File: src/rtl/fsa_result_pkg.sv
// fsa_result_pkg: constants, record layout and snapshot type for the frame-analysis result transmitter.
// FSA_RESULT_TX_INNER_EN selects the 10-word record (inner headers included) over the 8-word record.
package fsa_result_pkg;

    localparam logic [7:0] RES_MAGIC = 8'hA5;

    localparam int REC_WORDS_FULL     = 10;
    localparam int REC_WORDS_NO_INNER = 8;

`ifdef FSA_RESULT_TX_INNER_EN
    localparam bit INNER_EN = 1'b1;
`else
    localparam bit INNER_EN = 1'b0;
`endif

    localparam int         REC_WORDS = INNER_EN ? REC_WORDS_FULL : REC_WORDS_NO_INNER;
    localparam logic [3:0] LAST_IDX  = 4'(REC_WORDS - 1);

    localparam int FLAG_LFT_VALID  = 0;
    localparam int FLAG_LFT_OUTER  = 1;
    localparam int FLAG_LFT_INNER  = 2;
    localparam int FLAG_LFT_CORNER = 3;
    localparam int FLAG_RT_VALID   = 4;
    localparam int FLAG_RT_OUTER   = 5;
    localparam int FLAG_RT_INNER   = 6;
    localparam int FLAG_RT_CORNER  = 7;

    // Logical word identifiers of the full record
    localparam logic [3:0] W_HEAD      = 4'd0;
    localparam logic [3:0] W_EDGE      = 4'd1;
    localparam logic [3:0] W_LFT_OUTER = 4'd2;
    localparam logic [3:0] W_LFT_INNER = 4'd3;
    localparam logic [3:0] W_LFT_TOP   = 4'd4;
    localparam logic [3:0] W_LFT_BOT   = 4'd5;
    localparam logic [3:0] W_RT_OUTER  = 4'd6;
    localparam logic [3:0] W_RT_INNER  = 4'd7;
    localparam logic [3:0] W_RT_TOP    = 4'd8;
    localparam logic [3:0] W_RT_BOT    = 4'd9;

    typedef enum logic {
        ST_IDLE,
        ST_SEND
    } tx_state_t;

    typedef struct packed {
        logic [15:0] y;
        logic [15:0] x;
    } res_point_t;

    typedef struct packed {
        logic [7:0]  seq;
        logic [7:0]  flags;
        logic [15:0] lft_edge;
        logic [15:0] rt_edge;
        res_point_t  lft_hdr_outer;
        res_point_t  lft_hdr_inner;
        res_point_t  lft_top;
        res_point_t  lft_bot;
        res_point_t  rt_hdr_outer;
        res_point_t  rt_hdr_inner;
        res_point_t  rt_top;
        res_point_t  rt_bot;
    } res_snapshot_t;

    // Maps the transmitted word index onto the logical word, skipping inner headers when they are absent
    function automatic logic [3:0] word_layout(input logic [3:0] idx);
        logic [3:0] w;
        w = idx;
`ifndef FSA_RESULT_TX_INNER_EN
        case (idx)
            4'd3:    w = W_LFT_TOP;
            4'd4:    w = W_LFT_BOT;
            4'd5:    w = W_RT_OUTER;
            4'd6:    w = W_RT_TOP;
            4'd7:    w = W_RT_BOT;
            default: w = idx;
        endcase
`endif
        return w;
    endfunction

endpackage

File: src/rtl/fsa_result_tx_if.sv
// fsa_result_tx_if: 32-bit AXI4-Stream result channel; tuser marks word 0, tlast the final word.
interface fsa_result_tx_if;
    logic        tvalid;
    logic        tready;
    logic [31:0] tdata;
    logic        tuser;
    logic        tlast;

    modport master (output tvalid, output tdata, output tuser, output tlast, input tready);
    modport slave  (input tvalid, input tdata, input tuser, input tlast, output tready);
endinterface

File: src/rtl/fsa_result_pack.sv
// fsa_result_pack: combinational selection of one 32-bit record word from a result snapshot.
// Word order follows FSA_RESULT_TX_INNER_EN through word_layout().
module fsa_result_pack
    import fsa_result_pkg::*;
(
    input  res_snapshot_t snap,
    input  logic [3:0]    idx,
    output logic [31:0]   word
);

    always_comb begin
        word = '0;
        case (word_layout(idx))
            W_HEAD:      word = {RES_MAGIC, snap.seq, 8'h00, snap.flags};
            W_EDGE:      word = {snap.lft_edge, snap.rt_edge};
            W_LFT_OUTER: word = snap.lft_hdr_outer;
            W_LFT_INNER: word = snap.lft_hdr_inner;
            W_LFT_TOP:   word = snap.lft_top;
            W_LFT_BOT:   word = snap.lft_bot;
            W_RT_OUTER:  word = snap.rt_hdr_outer;
            W_RT_INNER:  word = snap.rt_hdr_inner;
            W_RT_TOP:    word = snap.rt_top;
            W_RT_BOT:    word = snap.rt_bot;
            default:     word = '0;
        endcase
    end

endmodule

File: src/rtl/fsa_result_tx.sv
// fsa_result_tx: snapshots per-frame analysis results on ana_done and streams them as an AXI4-Stream record.
// FSA_RESULT_TX_INNER_EN adds the inner header words (10-word record instead of 8).
module fsa_result_tx
    import fsa_result_pkg::*;
#(
    parameter int C_IMG_WW = 12,
    parameter int C_IMG_HW = 12
)(
    input  logic                clk,
    input  logic                resetn,
    input  logic                tx_en,
    input  logic                ana_done,
    input  logic                res_lft_valid,
    input  logic                res_rt_valid,
    input  logic                res_lft_header_outer_valid,
    input  logic                res_lft_header_inner_valid,
    input  logic                res_rt_header_outer_valid,
    input  logic                res_rt_header_inner_valid,
    input  logic                res_lft_corner_valid,
    input  logic                res_rt_corner_valid,
    input  logic [C_IMG_WW-1:0] res_lft_edge,
    input  logic [C_IMG_WW-1:0] res_rt_edge,
    input  logic [C_IMG_WW-1:0] res_lft_header_outer_x,
    input  logic [C_IMG_WW-1:0] res_lft_header_outer_y,
    input  logic [C_IMG_WW-1:0] res_lft_header_inner_x,
    input  logic [C_IMG_WW-1:0] res_lft_header_inner_y,
    input  logic [C_IMG_WW-1:0] res_rt_header_outer_x,
    input  logic [C_IMG_WW-1:0] res_rt_header_outer_y,
    input  logic [C_IMG_WW-1:0] res_rt_header_inner_x,
    input  logic [C_IMG_WW-1:0] res_rt_header_inner_y,
    input  logic [C_IMG_WW-1:0] res_lft_corner_top_x,
    input  logic [C_IMG_HW-1:0] res_lft_corner_top_y,
    input  logic [C_IMG_WW-1:0] res_lft_corner_bot_x,
    input  logic [C_IMG_HW-1:0] res_lft_corner_bot_y,
    input  logic [C_IMG_WW-1:0] res_rt_corner_top_x,
    input  logic [C_IMG_HW-1:0] res_rt_corner_top_y,
    input  logic [C_IMG_WW-1:0] res_rt_corner_bot_x,
    input  logic [C_IMG_HW-1:0] res_rt_corner_bot_y,
    fsa_result_tx_if.master     m_axis,
    output logic [7:0]          seq,
    output logic [15:0]         drop_cnt,
    output logic                busy
);

    tx_state_t     state_q, state_nxt;
    logic [3:0]    idx_q, idx_nxt;
    res_snapshot_t snap_q, snap_nxt, cap_snap;
    logic [31:0]   word_nxt;
    logic [31:0]   tdata_q;
    logic          tuser_q, tlast_q;
    logic          capture, handshake, last_hs, load, drop;

    assign capture   = ana_done && tx_en;
    assign handshake = (state_q == ST_SEND) && m_axis.tready;
    assign last_hs   = handshake && (idx_q == LAST_IDX);

    // Snapshot image of the current inputs; the record carries the sequence number before it advances
    always_comb begin
        cap_snap                         = '0;
        cap_snap.seq                     = seq;
        cap_snap.flags[FLAG_LFT_VALID]   = res_lft_valid;
        cap_snap.flags[FLAG_LFT_OUTER]   = res_lft_header_outer_valid;
        cap_snap.flags[FLAG_LFT_CORNER]  = res_lft_corner_valid;
        cap_snap.flags[FLAG_RT_VALID]    = res_rt_valid;
        cap_snap.flags[FLAG_RT_OUTER]    = res_rt_header_outer_valid;
        cap_snap.flags[FLAG_RT_CORNER]   = res_rt_corner_valid;
        cap_snap.lft_edge                = 16'(res_lft_edge);
        cap_snap.rt_edge                 = 16'(res_rt_edge);
        cap_snap.lft_hdr_outer           = {16'(res_lft_header_outer_y), 16'(res_lft_header_outer_x)};
        cap_snap.lft_top                 = {16'(res_lft_corner_top_y), 16'(res_lft_corner_top_x)};
        cap_snap.lft_bot                 = {16'(res_lft_corner_bot_y), 16'(res_lft_corner_bot_x)};
        cap_snap.rt_hdr_outer            = {16'(res_rt_header_outer_y), 16'(res_rt_header_outer_x)};
        cap_snap.rt_top                  = {16'(res_rt_corner_top_y), 16'(res_rt_corner_top_x)};
        cap_snap.rt_bot                  = {16'(res_rt_corner_bot_y), 16'(res_rt_corner_bot_x)};
`ifdef FSA_RESULT_TX_INNER_EN
        cap_snap.flags[FLAG_LFT_INNER]   = res_lft_header_inner_valid;
        cap_snap.flags[FLAG_RT_INNER]    = res_rt_header_inner_valid;
        cap_snap.lft_hdr_inner           = {16'(res_lft_header_inner_y), 16'(res_lft_header_inner_x)};
        cap_snap.rt_hdr_inner            = {16'(res_rt_header_inner_y), 16'(res_rt_header_inner_x)};
`endif
    end

`ifndef FSA_RESULT_TX_INNER_EN
    logic unused_inner;
    assign unused_inner = ^{res_lft_header_inner_valid, res_rt_header_inner_valid,
                            res_lft_header_inner_x, res_lft_header_inner_y,
                            res_rt_header_inner_x, res_rt_header_inner_y};
`endif

    // A capture landing on the last-word handshake chains straight into the next record instead of dropping
    always_comb begin
        state_nxt = state_q;
        idx_nxt   = idx_q;
        load      = 1'b0;
        drop      = 1'b0;
        case (state_q)
            ST_IDLE: begin
                if (capture) begin
                    load      = 1'b1;
                    idx_nxt   = 4'd0;
                    state_nxt = ST_SEND;
                end
            end
            ST_SEND: begin
                if (last_hs) begin
                    idx_nxt = 4'd0;
                    if (capture) begin
                        load = 1'b1;
                    end else begin
                        state_nxt = ST_IDLE;
                    end
                end else if (handshake) begin
                    idx_nxt = idx_q + 4'd1;
                end
                if (capture && !last_hs) begin
                    drop = 1'b1;
                end
            end
            default: begin
                state_nxt = ST_IDLE;
                idx_nxt   = 4'd0;
            end
        endcase
    end

    assign snap_nxt = load ? cap_snap : snap_q;

    fsa_result_pack u_pack (
        .snap (snap_nxt),
        .idx  (idx_nxt),
        .word (word_nxt)
    );

    // Output word is registered from the next-cycle snapshot and index, so a stalled beat stays stable
    always_ff @(posedge clk or negedge resetn) begin
        if (!resetn) begin
            state_q  <= ST_IDLE;
            idx_q    <= 4'd0;
            snap_q   <= '0;
            seq      <= 8'd0;
            drop_cnt <= 16'd0;
            tdata_q  <= 32'd0;
            tuser_q  <= 1'b0;
            tlast_q  <= 1'b0;
        end else begin
            state_q <= state_nxt;
            idx_q   <= idx_nxt;
            snap_q  <= snap_nxt;
            if (capture) begin
                seq <= seq + 8'd1;
            end
            if (drop && (drop_cnt != 16'hFFFF)) begin
                drop_cnt <= drop_cnt + 16'd1;
            end
            if (state_nxt == ST_SEND) begin
                tdata_q <= word_nxt;
                tuser_q <= (idx_nxt == W_HEAD);
                tlast_q <= (idx_nxt == LAST_IDX);
            end else begin
                tuser_q <= 1'b0;
                tlast_q <= 1'b0;
            end
        end
    end

    assign m_axis.tvalid = (state_q == ST_SEND);
    assign m_axis.tdata  = tdata_q;
    assign m_axis.tuser  = tuser_q;
    assign m_axis.tlast  = tlast_q;
    assign busy          = (state_q == ST_SEND);

endmodule

File: src/flat_wrapper.sv
// flat-port wrapper written by rule: the top's interface ports become plain ports
module fsa_result_tx_flat import fsa_result_pkg::*;
#(
    parameter int C_IMG_WW = 12,
    parameter int C_IMG_HW = 12
)
  (clk, resetn, tx_en, ana_done, res_lft_valid, res_rt_valid, res_lft_header_outer_valid, res_lft_header_inner_valid, res_rt_header_outer_valid, res_rt_header_inner_valid, res_lft_corner_valid, res_rt_corner_valid, res_lft_edge, res_rt_edge, res_lft_header_outer_x, res_lft_header_outer_y, res_lft_header_inner_x, res_lft_header_inner_y, res_rt_header_outer_x, res_rt_header_outer_y, res_rt_header_inner_x, res_rt_header_inner_y, res_lft_corner_top_x, res_lft_corner_top_y, res_lft_corner_bot_x, res_lft_corner_bot_y, res_rt_corner_top_x, res_rt_corner_top_y, res_rt_corner_bot_x, res_rt_corner_bot_y, seq, drop_cnt, busy, m_axis_tvalid, m_axis_tdata, m_axis_tuser, m_axis_tlast, m_axis_tready);
  fsa_result_tx_if m_axis_i ();
  input  logic clk;
  input  logic resetn;
  input  logic tx_en;
  input  logic ana_done;
  input  logic res_lft_valid;
  input  logic res_rt_valid;
  input  logic res_lft_header_outer_valid;
  input  logic res_lft_header_inner_valid;
  input  logic res_rt_header_outer_valid;
  input  logic res_rt_header_inner_valid;
  input  logic res_lft_corner_valid;
  input  logic res_rt_corner_valid;
  input  logic [C_IMG_WW-1:0] res_lft_edge;
  input  logic [C_IMG_WW-1:0] res_rt_edge;
  input  logic [C_IMG_WW-1:0] res_lft_header_outer_x;
  input  logic [C_IMG_WW-1:0] res_lft_header_outer_y;
  input  logic [C_IMG_WW-1:0] res_lft_header_inner_x;
  input  logic [C_IMG_WW-1:0] res_lft_header_inner_y;
  input  logic [C_IMG_WW-1:0] res_rt_header_outer_x;
  input  logic [C_IMG_WW-1:0] res_rt_header_outer_y;
  input  logic [C_IMG_WW-1:0] res_rt_header_inner_x;
  input  logic [C_IMG_WW-1:0] res_rt_header_inner_y;
  input  logic [C_IMG_WW-1:0] res_lft_corner_top_x;
  input  logic [C_IMG_HW-1:0] res_lft_corner_top_y;
  input  logic [C_IMG_WW-1:0] res_lft_corner_bot_x;
  input  logic [C_IMG_HW-1:0] res_lft_corner_bot_y;
  input  logic [C_IMG_WW-1:0] res_rt_corner_top_x;
  input  logic [C_IMG_HW-1:0] res_rt_corner_top_y;
  input  logic [C_IMG_WW-1:0] res_rt_corner_bot_x;
  input  logic [C_IMG_HW-1:0] res_rt_corner_bot_y;
  output logic [7:0] seq;
  output logic [15:0] drop_cnt;
  output logic busy;
  output wire logic [$bits(m_axis_i.tvalid)-1:0] m_axis_tvalid;
  output wire logic [$bits(m_axis_i.tdata)-1:0] m_axis_tdata;
  output wire logic [$bits(m_axis_i.tuser)-1:0] m_axis_tuser;
  output wire logic [$bits(m_axis_i.tlast)-1:0] m_axis_tlast;
  input wire logic [$bits(m_axis_i.tready)-1:0] m_axis_tready;
  assign m_axis_tvalid = m_axis_i.tvalid;
  assign m_axis_tdata = m_axis_i.tdata;
  assign m_axis_tuser = m_axis_i.tuser;
  assign m_axis_tlast = m_axis_i.tlast;
  assign m_axis_i.tready = m_axis_tready;
  fsa_result_tx #(.C_IMG_WW(C_IMG_WW), .C_IMG_HW(C_IMG_HW)) u_core (.clk(clk), .resetn(resetn), .tx_en(tx_en), .ana_done(ana_done), .res_lft_valid(res_lft_valid), .res_rt_valid(res_rt_valid), .res_lft_header_outer_valid(res_lft_header_outer_valid), .res_lft_header_inner_valid(res_lft_header_inner_valid), .res_rt_header_outer_valid(res_rt_header_outer_valid), .res_rt_header_inner_valid(res_rt_header_inner_valid), .res_lft_corner_valid(res_lft_corner_valid), .res_rt_corner_valid(res_rt_corner_valid), .res_lft_edge(res_lft_edge), .res_rt_edge(res_rt_edge), .res_lft_header_outer_x(res_lft_header_outer_x), .res_lft_header_outer_y(res_lft_header_outer_y), .res_lft_header_inner_x(res_lft_header_inner_x), .res_lft_header_inner_y(res_lft_header_inner_y), .res_rt_header_outer_x(res_rt_header_outer_x), .res_rt_header_outer_y(res_rt_header_outer_y), .res_rt_header_inner_x(res_rt_header_inner_x), .res_rt_header_inner_y(res_rt_header_inner_y), .res_lft_corner_top_x(res_lft_corner_top_x), .res_lft_corner_top_y(res_lft_corner_top_y), .res_lft_corner_bot_x(res_lft_corner_bot_x), .res_lft_corner_bot_y(res_lft_corner_bot_y), .res_rt_corner_top_x(res_rt_corner_top_x), .res_rt_corner_top_y(res_rt_corner_top_y), .res_rt_corner_bot_x(res_rt_corner_bot_x), .res_rt_corner_bot_y(res_rt_corner_bot_y), .m_axis(m_axis_i), .seq(seq), .drop_cnt(drop_cnt), .busy(busy));
endmodule
File: config.mk
export PLATFORM = sky130hd
export DESIGN_NAME = fsa_result_tx_flat
export DESIGN_NICKNAME = d
export VERILOG_FILES = /design/src/rtl/fsa_result_pkg.sv /design/src/rtl/fsa_result_tx_if.sv /design/src/rtl/fsa_result_pack.sv /design/src/rtl/fsa_result_tx.sv /design/src/flat_wrapper.sv
export SDC_FILE = /design/constraint.sdc
export NUM_CORES = 1
export LEC_CHECK = 0
export BUFFER_PORTS_ARGS = -buffer_cell sky130_fd_sc_hd__buf_2
export CAP_MARGIN = 10
export CORE_MARGIN = 2
export CORE_UTILIZATION = 30
export DETAILED_ROUTE_END_ITERATION = 12
export PLACE_DENSITY_LB_ADDON = 0.1
export SLEW_MARGIN = 25
export SYNTH_ARGS = -nofsm -noshare
export SYNTH_HDL_FRONTEND = slang
export SYNTH_SLANG_ARGS = --single-unit
File: constraint.sdc
create_clock -name clk -period 6.05 [get_ports clk]
set_input_delay 1.21 -clock clk [delete_from_list [all_inputs] [get_ports clk]]
set_output_delay 1.21 -clock clk [all_outputs]
set_load 0.1 [all_outputs]
* After elaboration in Yosys (flattened, before gate mapping)
Index checks and enable logic that the tools add are counted. W data, S select, Z words.
Cells by class: bitwise logic cells 1, equal/unequal tests 16, add/sub/neg operators 3, reductions and logical operators 8, mux-type cells 16
Operators by type and width (count):
- $pmux W32 S10 | 1
- $mux W304 | 1
- $eq A4 B3 Y1 const B | 9
- $pmux W4 S5 | 1
- $add A16 B1 Y16 const B | 1
- $ne A16 B16 Y1 const B | 1
- $eq A4 B2 Y1 const B | 3
- $mux W4 | 3
- $add A8 B1 Y8 const B | 1
- $eq A4 B4 Y1 const B | 2
- $logic_not A4 Y1 | 2
- $pmux W4 S2 | 1
- $mux W1 | 7
- $logic_and A1 B1 Y1 | 5
- $add A4 B1 Y4 const B | 1
- $eq A4 B1 Y1 const B | 1
- $pmux W1 S2 | 2
- $logic_not A1 Y1 | 1
- $not A1 Y1 | 1
Storage, ports and cells: flip-flop bits (word level) 367, input bits 229, word-level logic and storage cells 71, output and inout bits 60

* Longest topological paths before layout
depth in word-level cells 8, mapped depth 12, mapped depth without buffers 9

* By module
Synthesis repeated with hierarchy kept, for this count alone.
Second synthesis, totals: cells, all modules 1089, area, all modules 15479.8 sq um
Modules (own cells, without submodules):
- fsa_result_tx | times used 1, cells each 861, area an instance 13435.4 sq um, seq. area each 9183.8 sq um
- fsa_result_pack | times used 1, cells each 228, area an instance 2044.5 sq um, seq. area each 0.0 sq um

* Worst setup path before layout
No wires, ideal clock.
path kind input port to flip-flop, from input ana_done, to register u_core.tdata_q[18] (netlist: u_core.m_axis.tdata[18]), path slack 3.020 ns, data required time 5.921 ns, setup time 0.129 ns, path buffers 3, stages 11, arrival 2.902 ns, cells stage by stage and2_1 buf_2 o221a_4 inv_2 nor3_4 a2bb2oi_4 or2_1 buf_6 buf_6 o32ai_1 a2111o_1
On the way: longest elaborated chain between the ends 7, elaborated cells between the ends (all ways) 26, those cells by class 14 x eq/ne; 10 x mux; 2 x reduce/logical
RTL lines:
- start: declaration | RTL line flat_wrapper.sv:12 | input logic ana_done;
- $logic_and A1 B1 Y1 * | RTL line fsa_result_tx.sv:53 | assign capture = ana_done && tx_en;
- $mux W4 * | RTL line fsa_result_tx.sv:98 | if (capture) begin
- $pmux W4 S2 * | RTL line fsa_result_tx.sv:96 | case (state_q)
- named net u_core.idx_nxt[2] | RTL line fsa_result_tx.sv:46 | logic [3:0] idx_q, idx_nxt;
- $eq A4 B3 Y1 / $eq A4 B2 Y1 (equally long branches) | RTL line fsa_result_pkg.sv:70 | case (idx)
- $pmux W4 S5 * | RTL line fsa_result_pkg.sv:70
- $eq A4 B4 Y1 (tied with other cells) | RTL line fsa_result_pack.sv:13 | case (word_layout(idx))
- $pmux W32 S10 * | RTL line fsa_result_pack.sv:13
- end signal: assignment | RTL line fsa_result_tx.sv:156 | tdata_q <= word_nxt;
- end: declaration | RTL line fsa_result_tx.sv:49 | logic [31:0] tdata_q;
Mark *: on every way through the listed nets, which the timed path passes. The rest lies on a longest branch. A chain may end at the register's enable or synchronous reset.

* Final worst setup path
from register u_core.state_q (netlist: u_core.busy), to register u_core.tdata_q[26] (netlist: u_core.m_axis.tdata[26])
On the way: longest elaborated chain between the ends 8, elaborated cells between the ends (all ways) 28, those cells by class 14 x eq/ne; 10 x mux; 1 x bitwise; 3 x reduce/logical
RTL lines:
- start: declaration | RTL line fsa_result_tx.sv:45 | tx_state_t state_q, state_nxt;
- start signal: assignment | RTL line fsa_result_tx.sv:146 | state_q <= state_nxt;
- $logic_and A1 B1 Y1 | RTL line fsa_result_tx.sv:54 | assign handshake = (state_q == ST_SEND) && m_axis.tready;
- $mux W4 / $logic_and A1 B1 Y1 (equally long branches) | RTL line fsa_result_tx.sv:112, fsa_result_tx.sv:55
- $mux W4 | RTL line fsa_result_tx.sv:105 | if (last_hs) begin
- $pmux W4 S2 | RTL line fsa_result_tx.sv:96
- $eq A4 B3 Y1 / $eq A4 B2 Y1 (equally long branches) | RTL line fsa_result_pkg.sv:70
- $pmux W4 S5 | RTL line fsa_result_pkg.sv:70
- $eq A4 B4 Y1 (tied with other cells) | RTL line fsa_result_pack.sv:13
- $pmux W32 S10 | RTL line fsa_result_pack.sv:13
Several ways; a longest one is shown, not always the timed one.

==> flow_metrics.tcl <==
set metrics [dict create \
    status "finished clean" \
    core-area_um2 43000 \
    post_cts_buffers 0 \
    post-route-util 0.375 \
    cts_tree "yes" \
    viasPerCell 4.61 \
    setup_tns_ps 0 \
    fillers 4461 \
    crit_type "flip-flop to flip-flop" \
    setup_viol 0 \
    max_stage_delay_ps 710 \
    path_max_fanout 31 \
    placedCellCount 2146 \
    power.total_mw 8.60 \
    finalHoldViolCount 0 \
    die_area_um2 45100 \
    fin_skew_ps 22.2 \
    htreeDepth 2 \
    synth.area.top_cells "dfrtp_1 (58%), nand2_1 (17%), and2_1 (3.0%)" \
    cp-end-kind "flip-flop" \
    grt_pass1_wl_mm 62.9 \
    yosysTopAreaCell "dfrtp_1" \
    syn-num-nets 1623 \
    wire_per_inst_um 18.6 \
    fin_nets 1833 \
    worstSkewPairLatency_ps 560 \
    slew_violations 0 \
    p_per_area_nw_per_um2 534 \
    grt_pass1_vias 10300 \
    die_w_um 212 \
    syn_inst 1391 \
    worstPathRequired_ps 6510 \
    ios 289 \
    grt_max_degree 149 \
    ys_warn_count 0 \
    path_delay_family "simple AND/OR/NAND/NOR gates" \
    cts_buffers 38 \
    fin_crit_ps 4030 \
    clk_pin_slew_ps 60 \
    cp-start-kind "flip-flop" \
    period_share 0.666 \
    stdcell_count 2217 \
    cts_root_buffer "clkbuf_16" \
    wl_mm 41.3 \
    drt_iter0_markers 668 \
    dp_hpwl_mm 27.8 \
    async_flop_share 1.00 \
    initial_core_util 0.303 \
    reg2reg_setup_slack_ps 2020 \
    final_common_cell "nand2_1" \
    layout-drive-gt1-share 0.216 \
    clockBufferDepth 3 \
    seq_area_frac_synth 0.582 \
    max_freq_mhz 248 \
    hold_path.class "flip-flop to flip-flop" \
    cp_cell_sequence "nand3b_1 -> a2bb2oi_4 -> inv_2 -> nor2_1 -> and3_1 -> buf_4 -> a22o_1 -> a21oi_1 -> a32oi_1" \
    ir_drop_v 0.000188 \
    antenna_found_initial 2 \
    ys_seq_elements 303 \
    rsz0062_at_grt "no" \
    synth_edf_count 0 \
    layout_common_cells "nand2_1 (597), dfrtp_1 (303), buf_2 (237), and2_1 (62), a22oi_1 (51)" \
    grt_use_total 0.185 \
    fp.dieH_um 212 \
    io_buffers 238 \
    vias 10200 \
    power.leakage_nw 8.22 \
    avgSynthCellArea_um2 9.36 \
    synth-main-ff-cell "dfrtp_1" \
    slowest_stage "and3_1" \
    hold_buffers 0 \
    maxCapViolations 0 \
    worst_pin_slew_ps 866 \
    firstDrtPassIters 7 \
    synthDistinctLibCells 62 \
    grt_overflow 0 \
    cts.sinks 303 \
    netlist_area_um2 13000 \
    cts_resized 0 \
    path_buf_inv 2 \
    num_rows 76 \
    ant_nets 0 \
    cp.arrival_ps 4490 \
    area_growth_pct 23.7 \
    globalplace.congestion 0.781 \
    synth_top_area_frac 0.582 \
    slew_headroom 0.421 \
    drc 0 \
]
## through the flow
step                hold slack (ps)  cell area, µm²  setup WS [ps]
floorplan                       422           13000           3020
global placement                441           14800           1410
detailed placement              440           14800           1420
CTS                             455           16100           1910
global route                    477           16100           1700
finish                          452           16100           2020
## flip-flops by register name, summed over array words and instances, names as in the netlist
register / cells
u_core.busy: 1
u_core.m_axis.tdata: 32
u_core.idx_q: 4
u_core.m_axis.tlast: 1
u_core.m_axis.tuser: 1
u_core.snap_q: 240
u_core.seq: 8
u_core.drop_cnt: 16
## metal layers
| layer | up-vias | wire length, µm | track usage |
|---|---|---|---|
| met5 | - | 13 | 0 |
| met4 | 2 | 753 | 0.0453 |
| met3 | 50 | 1850 | 0.0371 |
| met2 | 196 | 19200 | 0.295 |
| met1 | 4954 | 19500 | 0.258 |
| li1 | 5017 | - | - |
## kinds of logic (layout without fill, tap and decap cells)
| kind of cell | Yosys count | in the layout | share of synthesized area |
|---|---|---|---|
| simple gates | 770 | 770 | 0.249 |
| flops | 303 | 303 | 0.582 |
| mux | 16 | 16 | 0.0135 |
| fa+ha+maj | 3 | 3 | 0.00288 |
| other cells | 0 | 1 | 0 |
| buf+inv | 98 | 338 | 0.0342 |
| xor+xnor | 22 | 22 | 0.0148 |
| compound gates | 179 | 179 | 0.103 |
## layout make-up
type,count,area (µm²),area share
Sequential cell,303,7580,0.471
Multi-Input combinational cell,990,5040,0.313
Inverter,10,40.0,0.00249
Timing Repair Buffer,258,1390,0.0862
Antenna cell,1,2.50,0.000155
Clock buffer,60,1170,0.0729
Clock inverter,10,144,0.00893
Tap cell,585,732,0.0454
## tightest hold or removal path, stage by stage, from the launching register on
cell and delay, ps:
dfrtp_1 320, nand2_1 50, inv_1 50
## where the power goes
group / total, mW / switching (mW) / internal (mW)
registers: 2.94 / 0.252 / 2.68
logic: 3.31 / 2.41 / 0.893
clock network: 2.36 / 0.900 / 1.46
total: 8.60 / 3.56 / 5.04
## final timing paths
kind | start | endpoint | cells after the start
worst max-delay path | u_core.busy$_DFF_PN0_ | u_core.m_axis.tdata[26]$_DFFE_PN0P_ | 9
worst min-delay path | u_core.snap_q[125]$_DFF_PN0_ | u_core.snap_q[125]$_DFF_PN0_ | 2
worst max register to register | u_core.busy$_DFF_PN0_ | u_core.m_axis.tdata[26]$_DFFE_PN0P_ | 9
worst min register to register | u_core.snap_q[125]$_DFF_PN0_ | u_core.snap_q[125]$_DFF_PN0_ | 2
max in group asynchronous | resetn | u_core.snap_q[126]$_DFF_PN0_ | 2
min in group asynchronous | resetn | u_core.drop_cnt[2]$_DFFE_PN0P_ | 1
## cell usage after synthesis (4+ instances only)
cell type / number
and3_1: 11
a211o_1: 8
a41oi_1: 8
buf_1: 6
o21ai_0: 6
xor2_1: 5
nand4_1: 12
nor3_1: 14
a2111o_1: 6
a22o_1: 6
a21o_1: 12
and2_1: 62
a21oi_1: 49
mux2_2: 12
nor2_1: 37
mux2i_1: 4
inv_1: 5
o211ai_1: 6
a22oi_1: 51
buf_4: 4
buf_2: 36
o32ai_1: 5
nand3_1: 17
o2111ai_1: 6
nand2_1: 597
dfrtp_1: 303
clkbuf_1: 40
xnor2_1: 17
Note: power is estimated with default switching activity, not from simulation.
